$ cat config.mk
export PLATFORM = sky130hd
export DESIGN_NAME = multicycle_control_unit
export DESIGN_NICKNAME = d
export VERILOG_FILES = /design/src/rtl/cpu_pkg.sv /design/src/rtl/alu_decoder.sv /design/src/rtl/multicycle_control_unit.sv
export SDC_FILE = /design/constraint.sdc
export NUM_CORES = 1
export LEC_CHECK = 0
export BUFFER_PORTS_ARGS = -buffer_cell sky130_fd_sc_hd__buf_2
export CORE_AREA = 3 3 70 78
export DETAILED_ROUTE_END_ITERATION = 8
export DIE_AREA = 0 0 73 81
export GPL_TIMING_DRIVEN = 1
export PLACE_DENSITY = 0.84
export REMOVE_ABC_BUFFERS = 1
export SKIP_CTS_REPAIR_TIMING = 1
export SLEW_MARGIN = 15
export SYNTH_ARGS = -nofsm -noshare
export SYNTH_HDL_FRONTEND = slang
export SYNTH_HIERARCHICAL = 1
export SYNTH_SLANG_ARGS = --single-unit
$ cat constraint.sdc
create_clock -name clk -period 2.6 [get_ports clk]
set_clock_uncertainty 0.15 [all_clocks]
set_input_delay 0.13 -clock clk [delete_from_list [all_inputs] [get_ports clk]]
set_output_delay 0.13 -clock clk [all_outputs]
set_load 0.05 [all_outputs]
$ cat src/rtl/cpu_pkg.sv
// Shared types for the multicycle RV32I core: ALU operations, immediate
// formats, opcodes, controller states and datapath mux selects.
package cpu_pkg;

   typedef enum logic [3:0] {
      ALU_ADD   = 4'd0,
      ALU_SUB   = 4'd1,
      ALU_SLL   = 4'd2,
      ALU_SLT   = 4'd3,
      ALU_XOR   = 4'd4,
      ALU_SRL   = 4'd5,
      ALU_SRA   = 4'd6,
      ALU_OR    = 4'd7,
      ALU_AND   = 4'd8,
      ALU_BPASS = 4'd9
   } alu_op_t;

   typedef enum logic [2:0] {
      ADDI_SIGN_EXTEND = 3'd0,
      SW_SIGN_EXTEND   = 3'd1,
      BEQ_SIGN_EXTEND  = 3'd2,
      LUI_SIGN_EXTEND  = 3'd3,
      JAL_SIGN_EXTEND  = 3'd4,
      SLLI_SIGN_EXTEND = 3'd5
   } sign_extend_t;

   typedef enum logic [6:0] {
      OP_LOAD   = 7'b0000011,
      OP_IMM    = 7'b0010011,
      OP_STORE  = 7'b0100011,
      OP_REG    = 7'b0110011,
      OP_LUI    = 7'b0110111,
      OP_BRANCH = 7'b1100011,
      OP_JALR   = 7'b1100111,
      OP_JAL    = 7'b1101111
   } opcode_t;

   typedef enum logic [3:0] {
      S_FETCH     = 4'd0,
      S_DECODE    = 4'd1,
      S_MEM_ADR   = 4'd2,
      S_MEM_READ  = 4'd3,
      S_MEM_WB    = 4'd4,
      S_MEM_WRITE = 4'd5,
      S_EXEC_R    = 4'd6,
      S_EXEC_I    = 4'd7,
      S_ALU_WB    = 4'd8,
      S_JALR_ADR  = 4'd9,
      S_JUMP      = 4'd10,
      S_BRANCH    = 4'd11,
      S_HALT      = 4'd12
   } mcu_state_t;

   typedef enum logic [1:0] {
      SRC_A_PC     = 2'd0,
      SRC_A_OLD_PC = 2'd1,
      SRC_A_REG_A  = 2'd2
   } alu_src_a_t;

   typedef enum logic [1:0] {
      SRC_B_REG_B   = 2'd0,
      SRC_B_IMM_EXT = 2'd1,
      SRC_B_CONST_4 = 2'd2
   } alu_src_b_t;

   typedef enum logic [1:0] {
      RES_ALU_OUT    = 2'd0,
      RES_DATA       = 2'd1,
      RES_ALU_RESULT = 2'd2
   } result_sel_t;

   localparam logic [6:0] FUNCT7_ALT = 7'b0100000;

endpackage

$ cat src/rtl/alu_decoder.sv
// Maps funct3/funct7 to an ALU operation for register and immediate forms,
// and flags the shift-immediate encodings that need their own immediate format.
module alu_decoder
   import cpu_pkg::*;
(
   input  logic [2:0] funct3,
   input  logic [6:0] funct7,
   input  logic       is_imm,
   output alu_op_t    alu_op,
   output logic       shift_imm
);
   logic alt;

   assign alt       = (funct7 == FUNCT7_ALT);
   assign shift_imm = is_imm && ((funct3 == 3'b001) || (funct3 == 3'b101));

   always_comb begin
      // NOTE: every always_comb output gets a default first so no path can infer a latch.
      alu_op = ALU_ADD;
      unique case (funct3)
         3'b000: alu_op = (!is_imm && alt) ? ALU_SUB : ALU_ADD;
         3'b001: alu_op = ALU_SLL;
         3'b010: alu_op = ALU_SLT;
         3'b011: alu_op = ALU_SLT;
         3'b100: alu_op = ALU_XOR;
         3'b101: alu_op = (is_imm && alt) ? ALU_SRA : ALU_SRL;
         3'b110: alu_op = ALU_OR;
         3'b111: alu_op = ALU_AND;
      endcase
   end

endmodule

$ cat src/rtl/multicycle_control_unit.sv
// Multicycle RV32I sequencer: steps each instruction through fetch, decode,
// execute, memory and writeback states over a shared instruction/data memory.
module multicycle_control_unit
   import cpu_pkg::*;
(
   input  logic        clk,
   input  logic        reset,
   input  logic [6:0]  opcode,
   input  logic [2:0]  funct3,
   input  logic [6:0]  funct7,
   input  logic        alu_eq,
   input  logic        mem_ready,
   output logic        mem_req,
   output logic        adr_src,
   output logic        ir_write,
   output logic        pc_write,
   output logic        reg_write,
   output logic        memory_write,
   output logic [1:0]  alu_src_a,
   output logic [1:0]  alu_src_b,
   output logic [3:0]  alu_op,
   output logic [2:0]  sign_extend_type,
   output logic [1:0]  result_sel,
   output logic        halted,
   output logic [31:0] retired_count,
   output logic [3:0]  state_check
);
   mcu_state_t   state, next_state;
   alu_src_a_t   src_a;
   alu_src_b_t   src_b;
   alu_op_t      op, dec_op;
   sign_extend_t ext;
   result_sel_t  rsel;
   logic         is_imm, dec_shift_imm, retire;
   logic         req, adr, irw, pcw, rw, mw;

   assign is_imm = (state == S_EXEC_I);

   alu_decoder u_alu_decoder (
      .funct3    (funct3),
      .funct7    (funct7),
      .is_imm    (is_imm),
      .alu_op    (dec_op),
      .shift_imm (dec_shift_imm)
   );

   always_ff @(posedge clk) begin
      // NOTE: sequential state uses non-blocking assignments so every register samples pre-edge values.
      if (reset) begin
         state         <= S_FETCH;
         retired_count <= '0;
      end else begin
         state <= next_state;
         if (retire) retired_count <= retired_count + 32'd1;
      end
   end

   always_comb begin
      next_state = state;
      req        = 1'b0;
      adr        = 1'b0;
      irw        = 1'b0;
      pcw        = 1'b0;
      rw         = 1'b0;
      mw         = 1'b0;
      retire     = 1'b0;
      src_a      = SRC_A_PC;
      src_b      = SRC_B_REG_B;
      op         = ALU_ADD;
      ext        = ADDI_SIGN_EXTEND;
      rsel       = RES_ALU_OUT;

      case (state)
         S_FETCH: begin
            req   = 1'b1;
            src_b = SRC_B_CONST_4;
            rsel  = RES_ALU_RESULT;
            if (mem_ready) begin
               irw        = 1'b1;
               pcw        = 1'b1;
               next_state = S_DECODE;
            end
         end
         S_DECODE: begin
            // ALU_OUT captures OLD_PC + imm as the branch/JAL target.
            src_a = SRC_A_OLD_PC;
            src_b = SRC_B_IMM_EXT;
            case (opcode)
               OP_LOAD, OP_STORE: next_state = S_MEM_ADR;
               OP_REG:            next_state = S_EXEC_R;
               OP_IMM, OP_LUI:    next_state = S_EXEC_I;
               OP_JAL: begin
                  ext        = JAL_SIGN_EXTEND;
                  next_state = S_JUMP;
               end
               OP_JALR:           next_state = S_JALR_ADR;
               OP_BRANCH: begin
                  ext        = SW_SIGN_EXTEND;
                  next_state = S_BRANCH;
               end
               default:           next_state = S_HALT;
            endcase
         end
         S_MEM_ADR: begin
            src_a      = SRC_A_REG_A;
            src_b      = SRC_B_IMM_EXT;
            ext        = (opcode == OP_STORE) ? SW_SIGN_EXTEND : ADDI_SIGN_EXTEND;
            next_state = (opcode == OP_STORE) ? S_MEM_WRITE : S_MEM_READ;
         end
         S_MEM_READ: begin
            req = 1'b1;
            adr = 1'b1;
            if (mem_ready) next_state = S_MEM_WB;
         end
         S_MEM_WB: begin
            rsel       = RES_DATA;
            rw         = 1'b1;
            retire     = 1'b1;
            next_state = S_FETCH;
         end
         S_MEM_WRITE: begin
            req = 1'b1;
            adr = 1'b1;
            mw  = 1'b1;
            if (mem_ready) begin
               retire     = 1'b1;
               next_state = S_FETCH;
            end
         end
         S_EXEC_R: begin
            src_a      = SRC_A_REG_A;
            op         = dec_op;
            next_state = S_ALU_WB;
         end
         S_EXEC_I: begin
            src_a = SRC_A_REG_A;
            src_b = SRC_B_IMM_EXT;
            if (opcode == OP_LUI) begin
               op  = ALU_BPASS;
               ext = LUI_SIGN_EXTEND;
            end else begin
               op  = dec_op;
               ext = dec_shift_imm ? SLLI_SIGN_EXTEND : ADDI_SIGN_EXTEND;
            end
            next_state = S_ALU_WB;
         end
         S_ALU_WB: begin
            src_a      = SRC_A_OLD_PC;
            src_b      = SRC_B_CONST_4;
            rw         = 1'b1;
            retire     = 1'b1;
            next_state = S_FETCH;
         end
         S_JALR_ADR: begin
            src_a      = SRC_A_REG_A;
            src_b      = SRC_B_IMM_EXT;
            next_state = S_JUMP;
         end
         S_JUMP: begin
            // PC takes the target held in ALU_OUT while the ALU forms the link address.
            src_a      = SRC_A_OLD_PC;
            src_b      = SRC_B_CONST_4;
            pcw        = 1'b1;
            next_state = S_ALU_WB;
         end
         S_BRANCH: begin
            src_a      = SRC_A_REG_A;
            op         = ALU_SUB;
            pcw        = ((funct3 == 3'b000) && alu_eq) || ((funct3 == 3'b001) && !alu_eq);
            retire     = 1'b1;
            next_state = S_FETCH;
         end
         S_HALT: next_state = S_HALT;
         default: next_state = S_FETCH;
      endcase
   end

   // A synchronous reset must squash any write the aborted state would make.
   assign mem_req          = req & ~reset;
   assign ir_write         = irw & ~reset;
   assign pc_write         = pcw & ~reset;
   assign reg_write        = rw & ~reset;
   assign memory_write     = mw & ~reset;
   assign adr_src          = adr;
   assign alu_src_a        = src_a;
   assign alu_src_b        = src_b;
   assign alu_op           = op;
   assign sign_extend_type = ext;
   assign result_sel       = rsel;
   assign halted           = (state == S_HALT);
   assign state_check      = state;

endmodule

After elaboration in Yosys (flattened, before gate mapping):

Cells that the tools add are included.

* multiplexer cells: 27
* bitwise gates (word level): 6
* $add $sub $neg: 1
* reduce and logical (&&, ||, !) cells: 24
* equal/unequal tests: 31

Operator list (count)
* $add A32 B1 Y32 const B: 1
* $pmux W4 S8: 1
* $eq A7 B6 Y1 const B: 4
* $pmux W4 S7: 1
* $pmux W4 S6: 1
* $eq A7 B7 Y1 const B: 3
* $eq A4 B4 Y1 const B: 5
* $eq A4 B3 Y1 const B: 4
* $mux W4: 4
* $reduce_or A3 Y1: 5
* $eq A3 B3 Y1 const B: 4
* $pmux W2 S2: 3
* $pmux W4 S3: 1
* $reduce_or A2 Y1: 5
* $mux W3: 3
* $pmux W3 S3: 1
* $eq A4 B2 Y1 const B: 2
* $mux W1: 8
* $eq A7 B2 Y1 const B: 1
* $eq A7 B5 Y1 const B: 1
* $eq A3 B2 Y1 const B: 2
* $ne A2 B2 Y1 const B: 3
* $pmux W3 S2: 1
* $and A1 B1 Y1: 5
* 14 further kinds: 20

* input bits: 21
* logic and storage cells: 91
* register bits: 36
* output and inout port bits: 56

Longest topological paths before layout:

Gate-level depths: netlist (run 1).

* depth in word-level cells: 7
* depth in mapped cells: 9

Hierarchy:

The synthesis (run 1) kept the hierarchy.

Modules (own cells, without submodules)
* multicycle_control_unit: area each 2269.7 µm², cells an instance 301, times used 1, seq. area each 720.7 µm²
* alu_decoder: area each 103.8 µm², cells an instance 13, times used 1, seq. area each 0.0 µm²

Worst setup path before layout (run 1):

OpenSTA, ideal clock, no wires.

* path type: flip-flop to output port
* start point: register state[0], in the netlist state_check[0]
* end point: output port sign_extend_type[0]
* path slack: -0.432 ns
* path buffers: 1
* cell stages (with the launch flop): 7
* data required time: 2.320 ns
* arrival: 2.752 ns
* path through: dfxtp_1 > buf_6 > clkinv_1 > nor2_1 > a21oi_1 > or4_1 > o21ai_0

* longest elaborated chain between the ends: 5
* elaborated cells on any way between the ends: 7
* those cells by class: eq/ne (3); mux (3); reduce/logical (1)

Ends and longest elaborated chain
* start: declaration: line multicycle_control_unit.sv:28 `mcu_state_t state, next_state;`
* start signal: assignment: line multicycle_control_unit.sv:53 `state <= next_state;`
* $eq A4 B3 Y1: line multicycle_control_unit.sv:37, multicycle_control_unit.sv:73
* $logic_and A1 B1 Y1: line alu_decoder.sv:15 `assign shift_imm = is_imm && ((funct3 == 3'b001) || (funct3 == 3'b101));`
* $mux W3: line multicycle_control_unit.sv:143 `ext = dec_shift_imm ? SLLI_SIGN_EXTEND : ADDI_SIGN_EXTEND;`
* $mux W3: line multicycle_control_unit.sv:138 `if (opcode == OP_LUI) begin`
* $pmux W3 S3 *: line multicycle_control_unit.sv:73 `case (state)`
* end: declaration: line multicycle_control_unit.sv:22 `output logic [2:0] sign_extend_type,`

Every way passes the cells marked *; elsewhere a longest branch is shown, timed or not.

Worst setup path in the final report (run 1):

* start point: register state[2], in the netlist state_check[2]
* end point: output port sign_extend_type[0]

The elaborated chain is that of the path after synthesis.

==> flow_summary.ini, run 1 <==
[status]
status = complete, no violations

[routing]
wl_per_cell_um = 13.8
drtPass1Iterations = 4
drtIter0Drc = 192
drc = 0
ant_nets = 0
routed_wl_um = 6130
num_vias = 2540
vias_per_cell = 5.73

[die]
pin_count = 77
initial_utilization = 0.503
die_area_um2 = 5910
core_area_um2 = 4720
rows = 26
die_y_um = 81
dieWidth_um = 73

[synth]
synth_cell_types = 52
yosysTopAreaCell = dfxtp_1
syn_area_per_cell_um2 = 7.56
ys_ff_latch = 36
synth_async_sr_flop_share = 0
synth_top_cells_by_area = dfxtp_1 (30%), xnor2_1 (9.6%), nor2_1 (7.6%)
yosys_warnings = 6
ys_seq_area_frac = 0.304
synth-edff-count = 0
synth_top_area_share = 0.304
synthCells = 314
synth_ff_type = dfxtp_1
netlist_area_um2 = 2370

[setup_path]
worstSetupPathType = reg -> out
required_ns = 2.32
worstSetupEndpointType = output pin
crit_arrival_ns = 2.19
slowest_delay_ns = 0.51
crit_path_cell_trace = buf_4 -> nor2_2 -> nand3_1 -> or4_1 -> o21ai_0 -> clkbuf_4
crit_fanout = 15
start_kind = flip-flop
slowest_stage = or4_1

[final_layout]
nets = 409
drive_gt1_frac = 0.264
stdcell_count = 443
num_antenna_cells = 0
final_area_um2 = 2920
areaGrowthSynthToFinish_pct = 23.0

[global_routing]
grt_pass1_vias = 2326
track_usage = 0.210
gr-total-overflow = 0
antenna_found_initial = 0
grt_max_degree = 32
grt_pass1_wl_um = 10200

[clocking]
cts.sinks = 36
insertion_delay_ns = 0.28
cts_tree = done
htreeDepth = 2
cts.path.max_buffers = 2
clk_pin_slew_ns = 0.07
numCtsBuffers = 5
cts-root-buf = clkbuf_8

[hold_path]
hp-class = in -> reg

[placement]
dpl.hpwl_um = 4460
place_congestion = 0.893
portBuffers = 76
place_inst = 433
dpl_worst_slack_ns = 0.349
placed_cell_area_um2 = 2790

[sta]
hold_viol_final = 0
clock.fmax_ghz = 0.404
layout_min_cycle_time_ns = 2.47
maxSlewHeadroom = 0.663
whs_ns = 0.0290
worst_pin_slew_ns = 0.501
fin_crit_sh = 0.951
drv_slew = 0
setup_viol = 0
fin_ws_ns = 0.127

[pwr]
pwr_density_cell_nw_per_um2 = 430
leakage_nw = 1.17
ir_drop_mv = 0.198

[job]
cap_viol_max_count = 0
per-layer routing:
metal	vias up	part of all wire	track usage
met5	-	0	0
met4	0	0.012	0.0664
met3	10	0.089	0.0470
met2	125	0.48	0.352
met1	1132	0.42	0.265
li1	1273	-	-
path summary, 6_finish.rpt:
check                                       from                              to  slack [ns]  cells after the start
setup / recovery     state_check[2]$_SDFFE_PP0P_             sign_extend_type[0]        0.13                      6
hold / removal                             reset  retired_count[20]$_SDFFE_PP0P_        0.03                      2
setup reg to reg     state_check[0]$_SDFFE_PP0P_  retired_count[30]$_SDFFE_PP0P_        0.33                      6
hold reg to reg   retired_count[30]$_SDFFE_PP0P_  retired_count[30]$_SDFFE_PP0P_        0.35                      2
cell usage in the layout (no fill, tap or decap), drive strengths merged, types with 4 or more instances in the layout:
cell,n
a21oi,18
and2,5
and3,5
and4,7
buf,85
clkbuf,8
dfxtp,36
nand2,25
nand2b,6
nand3,10
nand4,8
nor2,48
nor3,20
nor3b,5
nor4,5
nor4b,6
o21ai,13
or3,4
or4,4
xnor2,26
xor2,4
Yosys cell counts, drive strengths merged, types with 2 or more instances:
library cell / number
nand2: 25
xnor2: 26
nand4: 8
and3: 5
a311oi: 3
nand3: 10
or2: 2
a31oi: 3
o31ai: 2
xor2: 4
nor2: 48
nor3: 20
inv: 3
nor4: 5
or4: 4
or3: 4
nand4b: 3
o21ai: 13
and2: 5
nand2b: 6
mux2i: 3
a21oi: 18
nor4b: 6
and4: 7
nor2b: 3
clkbuf: 16
dfxtp: 36
buf: 4
and3b: 2
nor3b: 5
registers in the layout (all words and copies together), names as in the netlist:
| signal | cells |
|---|---|
| state_check | 4 |
| retired_count | 32 |
power breakdown:
part	switching [W]	internal [W]	leakage, nW
registers	0.00000880	0.000557	0.290
clock network	0.000185	0.000236	0.0503
logic	0.000188	0.0000825	0.830
total	0.000381	0.000875	1.17
per-stage QoR:
| stage | power (W) | util | setup TNS (ns) |
|---|---|---|---|
| 2_1_floorplan | 0.000748 | - | -2.73 |
| 3_3_place_gp | 0.000835 | 0.591 | 0 |
| 3_5_place_dp | 0.000838 | 0.591 | 0 |
| 4_1_cts | 0.00126 | 0.611 | 0 |
| 5_1_grt | 0.00131 | 0.619 | -0.0142 |
| 6_report | 0.00126 | 0.619 | 0 |
cell families after synthesis:
kind of cell,Yosys count,synth area share
AND/OR/NAND/NOR,170,0.391
AO/OA/AOI/OAI,49,0.128
flip-flops,36,0.304
XOR/XNOR,30,0.111
buffers and inverters,24,0.0443
multiplexers,4,0.0174
adder cells (fa/ha/maj),1,0.00527
layout make-up:
class	count	area [um2]
fill	395	1800
inverter	4	18.8
multi-input combinational	254	1560
clock buffer	7	96.3
timing repair buffer	86	458
tap	56	70.1
sequential	36	721
critical path: cells and delay by family (launching register included):
| kind | cells | cell delay (ns) |
|---|---|---|
| and+or+nand+nor | 3 | 0.87 |
| buffers and inverters | 2 | 0.48 |
| DFF | 1 | 0.39 |
| AOI/OAI and AO/OA | 1 | 0.16 |
(Power assumes the default switching activity.)
==> run 2: changes to the inputs <==
--- a/config.mk
+++ b/config.mk
@@ -12,6 +12,7 @@
 export GPL_TIMING_DRIVEN = 1
 export PLACE_DENSITY = 0.84
 export REMOVE_ABC_BUFFERS = 1
+export SETUP_SLACK_MARGIN = 0.5
 export SKIP_CTS_REPAIR_TIMING = 1
 export SLEW_MARGIN = 15
 export SYNTH_ARGS = -nofsm -noshare
==> run 2 against run 1 <==
Maximum frequency up 11%. Register-to-register slack improved by 0.12 ns. Final cell count up 5.2%. Final area grew 11%. Critical path type unchanged. Largest cell class unchanged.
==> flow_summary.ini, run 2 (same netlist as run 1, synthesis figures left out) <==
[hold_path]
hold_end = retired_count[20]$_SDFFE_PP0P_
whs_path_depth = 2
worstHoldStart = reset
hp-class = in -> reg

[die]
core_area_um2 = 4720
die_area_um2 = 5910
pin_count = 77
initial_utilization = 0.503
rows = 26
dieWidth_um = 73
die_y_um = 81

[global_routing]
grt_pass1_wl_um = 10200
grt_pass1_vias = 2326
track_usage = 0.210
met1_usage = 0.265
gr-total-overflow = 0
busiest_layer = met2
grt_max_degree = 32
antenna_found_initial = 0
use_met3 = 0.0470
met2_usage = 0.352

[sta]
worst_pin_slew_ns = 0.552
maxSlewHeadroom = 0.629
drv_slew = 0
fin_crit_sh = 0.859
setup_viol = 0
clock.fmax_ghz = 0.448
layout_min_cycle_time_ns = 2.23
rsz0062_at_grt = true
hold_viol_final = 0

[setup_path]
r2r_end = retired_count[31]$_SDFFE_PP0P_
required_ns = 2.32
path_buf_inv = 3
r2r-start = state_check[3]$_SDFFE_PP0P_
start_kind = flip-flop
crit_path_cell_trace = buf_6 -> clkinvlp_4 -> nor2_4 -> a21oi_1 -> or4_4 -> o21ai_2 -> buf_6
r2r_cells = 6
crit_fanout = 7
crit_arrival_ns = 1.95
path_delay_family = simple AND/OR/NAND/NOR gates
worstSetupEndpointType = output pin
slowest_delay_ns = 0.42
worstSetupPathType = reg -> out
slowest_stage = or4_4
rrSetupSlack_ns = 0.45
crit_top_cell = buf_6

[pwr]
power_w = 0.00132
leakage_nw = 1.31
ir_drop_mv = 0.202
pwr_density_cell_nw_per_um2 = 405

[routing]
num_vias = 2767
drc = 0
wl_per_cell_um = 15.3
ant_nets = 0
routed_wl_um = 7150
drtPass1Iterations = 5
drtIter0Drc = 292
vias_per_cell = 5.94

[final_layout]
nets = 432
drive_gt1_frac = 0.356
final_cell_mix = buf_2 (72), nor2_1 (44), dfxtp_1 (30)
final_util = 0.689
num_antenna_cells = 0
final_area_um2 = 3250
nFillCells = 353
largest_reg_flops = 32
areaGrowthSynthToFinish_pct = 36.9
top_register = retired_count
final_common_cell = buf_2

[clocking]
cts-root-buf = clkbuf_8
clk_pin_slew_ns = 0.07
cts.path.max_buffers = 2
numCtsBuffers = 5
htreeDepth = 2
cts_tree = done
insertion_delay_ns = 0.28
cts.sinks = 36

[placement]
dpl.hpwl_um = 4460
portBuffers = 76
placed_cell_area_um2 = 2790
place_congestion = 0.893

[status]
status = complete, no violations

[job]
cap_viol_max_count = 0
-- run 2: layout make-up --
type / instances / area (um2) / area share
sequential: 36 / 736 / 0.226
multi-input combinational: 254 / 1640 / 0.504
tap: 56 / 70.1 / 0.0216
timing repair buffer: 109 / 691 / 0.213
clock buffer: 7 / 96.3 / 0.0296
inverter: 4 / 18.8 / 0.00578
-- run 2: layer usage --
metal / vias up / wire length, um
met3: 24 / 659
li1: 1325 / -
met4: 0 / 184
met5: - / 0
met2: 166 / 3520
met1: 1252 / 2790
-- run 2: power breakdown --
group / switching [W] / internal (W)
Combinational: 0.000209 / 0.000120
Clock: 0.000186 / 0.000236
Sequential: 0.00000948 / 0.000556
Total: 0.000405 / 0.000911
-- run 2: how the worst max path moves through the flow --
stage                     depth (start not counted)             endpoint                   startpoint
after floorplan                                   5  sign_extend_type[0]  state_check[0]$_SDFFE_PP0P_
after global placement                            7  sign_extend_type[0]  state_check[0]$_SDFFE_PP0P_
after detailed placement                          7  sign_extend_type[0]  state_check[0]$_SDFFE_PP0P_
after CTS                                         7  sign_extend_type[0]  state_check[0]$_SDFFE_PP0P_
after global routing                              7  sign_extend_type[0]  state_check[0]$_SDFFE_PP0P_
final                                             7  sign_extend_type[0]  state_check[0]$_SDFFE_PP0P_
-- run 2: through the flow --
step                TNS, ns  worst slack, ns  hold WS (ns)  instances
floorplan             -2.73           -0.810        0.0491        294
global placement          0            0.395         0.320        433
detailed placement        0            0.349         0.318        433
CTS                       0          0.00909        0.0225        440
global route              0            0.293        0.0406        466
finish                    0            0.367        0.0357        466
